**config.mk**
```make
export PLATFORM = sky130hd
export DESIGN_NAME = bcd_ctr_n
export DESIGN_NICKNAME = d
export VERILOG_FILES = /design/src/rtl/bcd_pkg.sv /design/src/rtl/bcd_digit.sv /design/src/rtl/bcd_ctr_n.sv
export SDC_FILE = /design/constraint.sdc
export NUM_CORES = 1
export LEC_CHECK = 0
export CORE_AREA = 2 2 59 67
export DETAILED_ROUTE_END_ITERATION = 12
export DIE_AREA = 0 0 61 69
export GPL_TIMING_DRIVEN = 0
export MAX_ROUTING_LAYER = met4
export PLACE_DENSITY = 0.72
export SLEW_MARGIN = 20
export SYNTH_ARGS = -nofsm -noshare
export SYNTH_HDL_FRONTEND = slang
export SYNTH_SLANG_ARGS = --single-unit
```
**constraint.sdc**
```tcl
create_clock -name clk_i -period 4.9 [get_ports clk_i]
set_clock_uncertainty 0.05 [all_clocks]
set_input_delay 1.47 -clock clk_i [delete_from_list [all_inputs] [get_ports clk_i]]
set_output_delay 1.47 -clock clk_i [all_outputs]
set_load 0.005 [all_outputs]
```
**src/rtl/bcd_pkg.sv**
```systemverilog
`default_nettype none
// ============================================================================
// Module   : bcd_pkg
// Purpose  : Shared constants and BCD helper functions for the BCD counter.
// Revision : 1.0 - initial release
// ============================================================================
package bcd_pkg;

  localparam int         DIGIT_W    = 4;
  localparam logic [3:0] BCD_MAX    = 4'd9;
  localparam int         MAX_DIGITS = 8;
  localparam int         MAX_W      = DIGIT_W * MAX_DIGITS;

  // Magnitude compare a > b over the lowest n digits, most significant first.
  function automatic logic bcd_gt(input logic [MAX_W-1:0] a,
                                  input logic [MAX_W-1:0] b,
                                  input int n);
    logic res;
    logic done;
    res  = 1'b0;
    done = 1'b0;
    for (int i = MAX_DIGITS - 1; i >= 0; i--) begin
      if (i < n && !done) begin
        if (a[i*DIGIT_W +: DIGIT_W] > b[i*DIGIT_W +: DIGIT_W]) begin
          res  = 1'b1;
          done = 1'b1;
        end else if (a[i*DIGIT_W +: DIGIT_W] < b[i*DIGIT_W +: DIGIT_W]) begin
          done = 1'b1;
        end
      end
    end
    return res;
  endfunction

  // Clamp every digit above 9 down to 9 over the lowest n digits.
  function automatic logic [MAX_W-1:0] bcd_sanitise(input logic [MAX_W-1:0] v,
                                                    input int n);
    logic [MAX_W-1:0] r;
    r = '0;
    for (int i = 0; i < MAX_DIGITS; i++) begin
      if (i < n) begin
        r[i*DIGIT_W +: DIGIT_W] = (v[i*DIGIT_W +: DIGIT_W] > BCD_MAX) ?
                                  BCD_MAX : v[i*DIGIT_W +: DIGIT_W];
      end
    end
    return r;
  endfunction

endpackage : bcd_pkg
`default_nettype wire

```
**src/rtl/bcd_digit.sv**
```systemverilog
`default_nettype none
// ============================================================================
// Module   : bcd_digit
// Purpose  : One combinational BCD digit stage of an increment/decrement
//            ripple chain (carry when counting up, borrow when counting down).
// Revision : 1.0 - initial release
// ============================================================================
module bcd_digit
  import bcd_pkg::*;
(
  input  logic [DIGIT_W-1:0] dig_i,
  input  logic               up_i,
  input  logic               c_i,
  output logic [DIGIT_W-1:0] dig_o,
  output logic               c_o
);

  // Step the digit only when the lower stages ripple into it.
  always_comb begin
    dig_o = dig_i;
    c_o   = 1'b0;
    if (c_i) begin
      if (up_i) begin
        // >= keeps the output BCD even if a non-BCD digit ever arrived
        if (dig_i >= BCD_MAX) begin
          dig_o = '0;
          c_o   = 1'b1;
        end else begin
          dig_o = dig_i + 4'd1;
        end
      end else begin
        if (dig_i == '0) begin
          dig_o = BCD_MAX;
          c_o   = 1'b1;
        end else begin
          dig_o = dig_i - 4'd1;
        end
      end
    end
  end

endmodule : bcd_digit
`default_nettype wire

```
**src/rtl/bcd_ctr_n.sv**
```systemverilog
`default_nettype none
// ============================================================================
// Module   : bcd_ctr_n
// Purpose  : N-digit BCD up/down counter with runtime terminal value,
//            validated parallel load, wrap/saturate ends and cascade flags.
// Revision : 1.0 - initial release
// ============================================================================
module bcd_ctr_n
  import bcd_pkg::*;
#(
  parameter int DIGITS   = 2,
  parameter bit SATURATE = 1'b0
) (
  input  logic                  clk_i,
  input  logic                  clr_i,
  input  logic                  en_i,
  input  logic                  ld_i,
  input  logic                  up_i,
  input  logic [4*DIGITS-1:0]   d_i,
  input  logic [4*DIGITS-1:0]   lim_i,
  output logic [4*DIGITS-1:0]   q_o,
  output logic                  co_o,
  output logic                  bo_o,
  output logic                  err_o
);

  localparam int W = DIGIT_W * DIGITS;

  logic [W-1:0]  q_q, q_d;
  logic          err_q, err_d;
  logic [W-1:0]  w_lim_s;
  logic [W-1:0]  w_step;
  logic [DIGITS:0] w_chain;
  logic          w_q_zero, w_q_ge_lim, w_q_gt_lim;
  logic          w_d_digits_ok, w_ld_valid;

  // Sanitised terminal value and the comparisons everything else keys off.
  always_comb begin
    w_lim_s       = W'(bcd_sanitise(MAX_W'(lim_i), DIGITS));
    w_q_zero      = (q_q == '0);
    w_q_ge_lim    = !bcd_gt(MAX_W'(w_lim_s), MAX_W'(q_q), DIGITS);
    w_q_gt_lim    = bcd_gt(MAX_W'(q_q), MAX_W'(w_lim_s), DIGITS);
    w_d_digits_ok = 1'b1;
    for (int i = 0; i < DIGITS; i++) begin
      if (d_i[i*DIGIT_W +: DIGIT_W] > BCD_MAX) w_d_digits_ok = 1'b0;
    end
    w_ld_valid = w_d_digits_ok && !bcd_gt(MAX_W'(d_i), MAX_W'(w_lim_s), DIGITS);
  end

  // Ripple chain: digit 0 always steps, each higher digit steps on carry/borrow.
  assign w_chain[0] = 1'b1;

  for (genvar g = 0; g < DIGITS; g++) begin : g_digit
    bcd_digit u_digit (
      .dig_i (q_q[g*DIGIT_W +: DIGIT_W]),
      .up_i  (up_i),
      .c_i   (w_chain[g]),
      .dig_o (w_step[g*DIGIT_W +: DIGIT_W]),
      .c_o   (w_chain[g+1])
    );
  end

  // Next-state priority: clear, then load, then count.
  always_comb begin
    q_d   = q_q;
    err_d = 1'b0;
    if (clr_i) begin
      q_d = '0;
    end else if (ld_i) begin
      q_d   = w_ld_valid ? d_i : w_lim_s;
      err_d = !w_ld_valid;
    end else if (en_i) begin
      if (up_i) begin
        // chain overflow only occurs at all-nines, which is always >= limit
        if (w_q_ge_lim || w_chain[DIGITS]) q_d = SATURATE ? w_lim_s : '0;
        else                               q_d = w_step;
      end else begin
        if (w_q_zero || w_chain[DIGITS]) q_d = SATURATE ? '0 : w_lim_s;
        else if (w_q_gt_lim)             q_d = w_lim_s;
        else                             q_d = w_step;
      end
    end
  end

  // Count and load-error registers.
  always_ff @(posedge clk_i) begin
    if (clr_i) begin
      q_q   <= '0;
      err_q <= 1'b0;
    end else begin
      q_q   <= q_d;
      err_q <= err_d;
    end
  end

  assign q_o   = q_q;
  assign err_o = err_q;
  assign co_o  = en_i &  up_i & w_q_ge_lim;
  assign bo_o  = en_i & ~up_i & w_q_zero;

endmodule : bcd_ctr_n
`default_nettype wire

```
; ---- Word level (Yosys, flattened, before mapping)
; Index checks and enable logic that the tools add are counted.
[classes]
order_cmp = 15
n_addsub = 4
mux = 40
bitwise = 6
n_reduce_logical = 11
[op_table]
columns = op, n
row1 = 8-bit two-way mux, 7
row2 = 4-bit two-way mux, 9
row3 = 4-bit greater-than comparator, 6
row4 = 1-bit two-way mux, 24
row5 = "4-bit greater-than comparator, second input constant", 4
row6 = 4-bit less-than comparator, 3
row7 = "4-bit by 1-bit adder with 4-bit output, second input constant", 2
row8 = "4-bit >= comparator, second input constant", 2
row9 = 4-bit zero test, 2
row10 = 8-bit zero test, 1
row11 = "4-bit by 1-bit subtractor with 4-bit output, second input constant", 2
row12 = 1-bit bitwise AND, 4
row13 = 1-bit zero test, 3
row14 = 1-bit logical OR, 2
row15 = 1-bit NOT, 2
row16 = 2-bit nonzero test, 1
row17 = 2-bit OR reduction, 1
row18 = 1-bit logical AND, 1
[totals]
out_inout_bits = 11
word_cells = 78
register_bits = 9

; ---- Depth between registers and ports, before layout
[depth]
ltp_word = 12
ltp_mapped = 9
mapped_depth_nobuf = 9

; ---- Modules after synthesis
; A second synthesis with hierarchy kept.
[unflattened]
cells_unflattened = 248
hier_area_um2 = 1841.8
[modules_own_cells]
columns = mod, seq_area_each_um2, cells_each, area_per_inst_um2, instances
row1 = bcd_ctr_n, 180.2, 172, 1261.2, 1
row2 = bcd_digit, 0.0, 38, 290.3, 2

; ---- Worst setup path before layout
; OpenSTA, ideal clock, no wires.
[synth_path]
path_kind = input to output
start = input port lim_i[7]
end = output port co_o
arrival_time_ps = 3059
stages = 7
path_slack_ps = 321
path_cell_list = inv_1 nand2_1 ha_1 nor2b_1 o211ai_1 a221oi_1 and2_1
[synth_via]
elab_chain_len = 8
word_cells_on_any_way = 11
classes_between = order compare: 3 / mux: 6 / bitwise: 1 / reduce/logical: 1
[synth_rtl]
columns = item, line_no
row1 = start: declaration, bcd_ctr_n.sv:20  ; input logic [4*DIGITS-1:0] lim_i,
row2 = 4-bit greater-than comparator, bcd_pkg.sv:42  ; r[i*DIGIT_W +: DIGIT_W] = (v[i*DIGIT_W +: DIGIT_W] > BCD_MAX) ?
row3 = 4-bit two-way mux *, bcd_pkg.sv:42
row4 = 4-bit greater-than comparator or 4-bit less-than comparator (tied branches), "bcd_pkg.sv:24, bcd_pkg.sv:27"
row5 = "1-bit two-way mux, on equally long branches", "bcd_pkg.sv:24, bcd_pkg.sv:27"
row6 = 1-bit two-way mux, bcd_pkg.sv:24  ; if (a[i*DIGIT_W +: DIGIT_W] > b[i*DIGIT_W +: DIGIT_W]) begin
row7 = 1-bit two-way mux *, bcd_pkg.sv:23  ; if (i < n && !done) begin
row8 = 1-bit zero test *, bcd_ctr_n.sv:41  ; w_q_ge_lim = !bcd_gt(MAX_W'(w_lim_s), MAX_W'(q_q), DIGITS);
row9 = 1-bit bitwise AND *, bcd_ctr_n.sv:98  ; assign co_o = en_i & up_i & w_q_ge_lim;
row10 = end: declaration, bcd_ctr_n.sv:22  ; output logic co_o,
; Every way passes the cells marked *; elsewhere a longest branch is shown, timed or not.

; ---- Final worst setup path
[layout_path]
start = input port lim_i[6]
end = output port co_o
; Same word-level chain as after synthesis.

==> out/qor.yml <==
floorplan:
  pin_count: 32
  rows: 23
  die_area_um2: 4210
  die_height_um: 69
  die_w_um: 61
  coreArea_um2: 3540
  initial_core_util_pct: 45.5
outcome:
  outcome: "finished clean"
yosys:
  synth_flop_cell: "dfxtp_1"
  ys_seq_area_share_pct: 11.2
  async_reset_ff_share_pct: 0
  synth_top_area_share_pct: 17.1
  synthTopCellsByCount: "ha_1, nand2_1, nor2_1, inv_1, o21ai_0"
  syn_nets: 259
  yosys_warnings: 0
  synthTopCellsByArea: "ha_1, dfxtp_1, nand2_1"
  netlist_instances: 216
  ys_ff_latch: 9
  synth_edf_count: 0
  yosysMostFrequentCell: "ha_1"
  yosysTopAreaCell: "ha_1"
  synth_cell_types: 58
  syn-cell-area_um2: 1610
  synth_area_per_cell_um2: 7.45
sta:
  worst_slew_pin_slew_ns: 0.976
  setup-tns-final_ns: 0
  timing.hold.ws_ns: 0.669
  finalHoldViolations: 0
  rsz0062_at_grt: "no"
  slew_headroom_pct: 34.5
  finalMaxSlewViolations: 0
  finalSetupViolations: 0
  fmax_mhz: 211
  fin_crit_sh_pct: 96.6
  min_period_ns: 4.74
placed_design:
  portBuffers: 29
  dpl_cell_area_um2: 1960
  gp_congestion: 0.851
  hpwlAfterDp_mm: 3.45
clocking:
  cts_htree_levels: 1
  cts-buffers-inserted: 3
  cts_sinks: 9
  clkTransAtPathRegs_ns: 0.05
  clock_path_buffers: 2
  clock-root-buffer: "clkbuf_8"
  insertion_delay_ns: 0.23
  cts_hold_buf: 0
  cts_tree: "built"
power_and_ir_drop:
  p_per_area_nw_per_um2: 212
  vdd_drop_max_mv: 0.106
  power_leakage_nw: 0.866
drt:
  via_per_inst: 5.81
  drtIter0Drc: 56
  finalWirelength_mm: 4.66
  remaining_drc_errors: 0
  first_pass_iters: 4
  antenna_left: 0
  via_count: 1812
  wl_per_cell_um: 14.9
setup_path:
  endpoint_kind: "output pin"
  crit_required_ns: 3.38
  cp_slowest_stage_delay_ns: 0.42
  crit_buf_inv: 2
  crit_family: "compound AO/OA/AOI/OAI gates"
  worstSetupPathType: "input port to output pin"
  slowest_stage: "clkdlybuf4s50_1"
  path_max_fanout: 2
  critPathArrivalTime_ns: 3.22
  cp_cell_sequence: "clkdlybuf4s50_1 > o21ai_1 > nand2b_1 > ha_2 > nor2b_4 > o211ai_1 > a221oi_4 > and2_1 > clkbuf_2"
  critPathLaunchType: "input port"
global_route:
  grt_pass1_wl_mm: 8.07
  first_global_vias: 1793
  antenna_found_initial: 0
  grt_max_degree: 11
  grt_usage_pct: 24.7
  gr-total-overflow: 0
finish:
  num_antenna_cells: 0
  design_area_um2: 2150
  final_nets: 306
  multi_input_area_um2: 1390
  seqCellArea_um2: 180
  area_growth_pct: 33.4
  fillers: 335
  drive_gt1_share_pct: 15.6
flow_run:
  cap_violations: 0
worst_hold_path:
  worstHoldPathType: "register to register"
what timing repair did:
| action | in CTS | in global routing |
|---|---|---|
| pin swaps | 7 | 5 |
| buffers inserted | 13 | 0 |
| gates resized for setup | 16 | 3 |
| endpoints found under the setup margin | 1 | 1 |
| hold endpoints to repair | 0 | 0 |
report_power, final:
part	leakage (nW)	switching (mW)	internal (mW)	total, mW
Sequential	0.0744	0.0141	0.0819	0.0961
Combinational	0.769	0.139	0.134	0.272
Clock	0.0228	0.0303	0.0568	0.0871
worst paths after layout:
kind / from / to / slack, ns / depth (start not counted)
worst max-delay path: lim_i[6] / co_o / 0.16 / 9
worst min-delay path: q_o[1] / q_o[1] / 0.67 / 1
worst max register to register: q_o[0] / q_o[4] / 1.82 / 8
worst min register to register: q_o[1] / q_o[1] / 0.67 / 1
layout by cell type (no fill, tap or decap), drive strengths merged, types with 2 or more instances in the layout:
master	n
mux2	6
nor3b	3
inv	14
ha	22
or4	2
a221oi	2
nor2b	5
dlygate4sd2	2
a211oi	3
and3	2
or2	2
o21ai	14
a31oi	4
nand2	21
mux2i	2
nand3	3
nor2	19
buf	13
nand2b	10
a221o	2
nor3	12
o21a	4
o211ai	5
clkbuf	13
nand4	2
o21bai	2
a21oi	8
and2	3
o31ai	2
dfxtp	9
clkdlybuf4s50	25
o221ai	2
kinds of logic (layout without fill, tap and decap cells):
family                   Yosys count  count (layout)  synth area share, %
flip-flops                         9               9                 11.2
multiplexers                       8               8                 5.68
adder cells (fa/ha/maj)           22              22                 17.1
AO/OA/AOI/OAI                     66              66                 32.1
AND/OR/NAND/NOR                   89              89                 28.8
buffers and inverters             22              68                 5.13
final cells by class:
class	instances	area share, %
sequential	9	8.39
clock buffer	4	2.10
buffer	8	1.40
tap	50	2.91
timing repair buffer	42	17.8
multi-input combinational	185	64.9
inverter	14	2.45
layer usage:
metal  vias to the layer above  wire length, um  track usage [%]
met5                         -                0                -
met4                         0               86             7.73
met3                         9              146             1.13
met2                        46             2360             40.7
met1                       843             2060             31.9
li1                        914                -                -
state kept, by name, summed over array words and instances, names as in the netlist:
name and flops:
err_o 1, q_o 8
per-stage QoR:
| stage | total power, mW | util (%) | setup WS (ns) | cells |
|---|---|---|---|---|
| 6_report | 0.455 | 60.7 | 0.164 | 312 |
| 2_1_floorplan | 0.265 | - | 0.321 | 216 |
| 5_1_grt | 0.489 | 60.7 | 0.0448 | 312 |
| 3_3_place_gp | 0.339 | 55.4 | -1.10 | 295 |
| 4_1_cts | 0.453 | 60.7 | 0.0331 | 312 |
| 3_5_place_dp | 0.342 | 55.4 | -1.07 | 295 |
No activity file was read; power rests on OpenSTA's default activity.
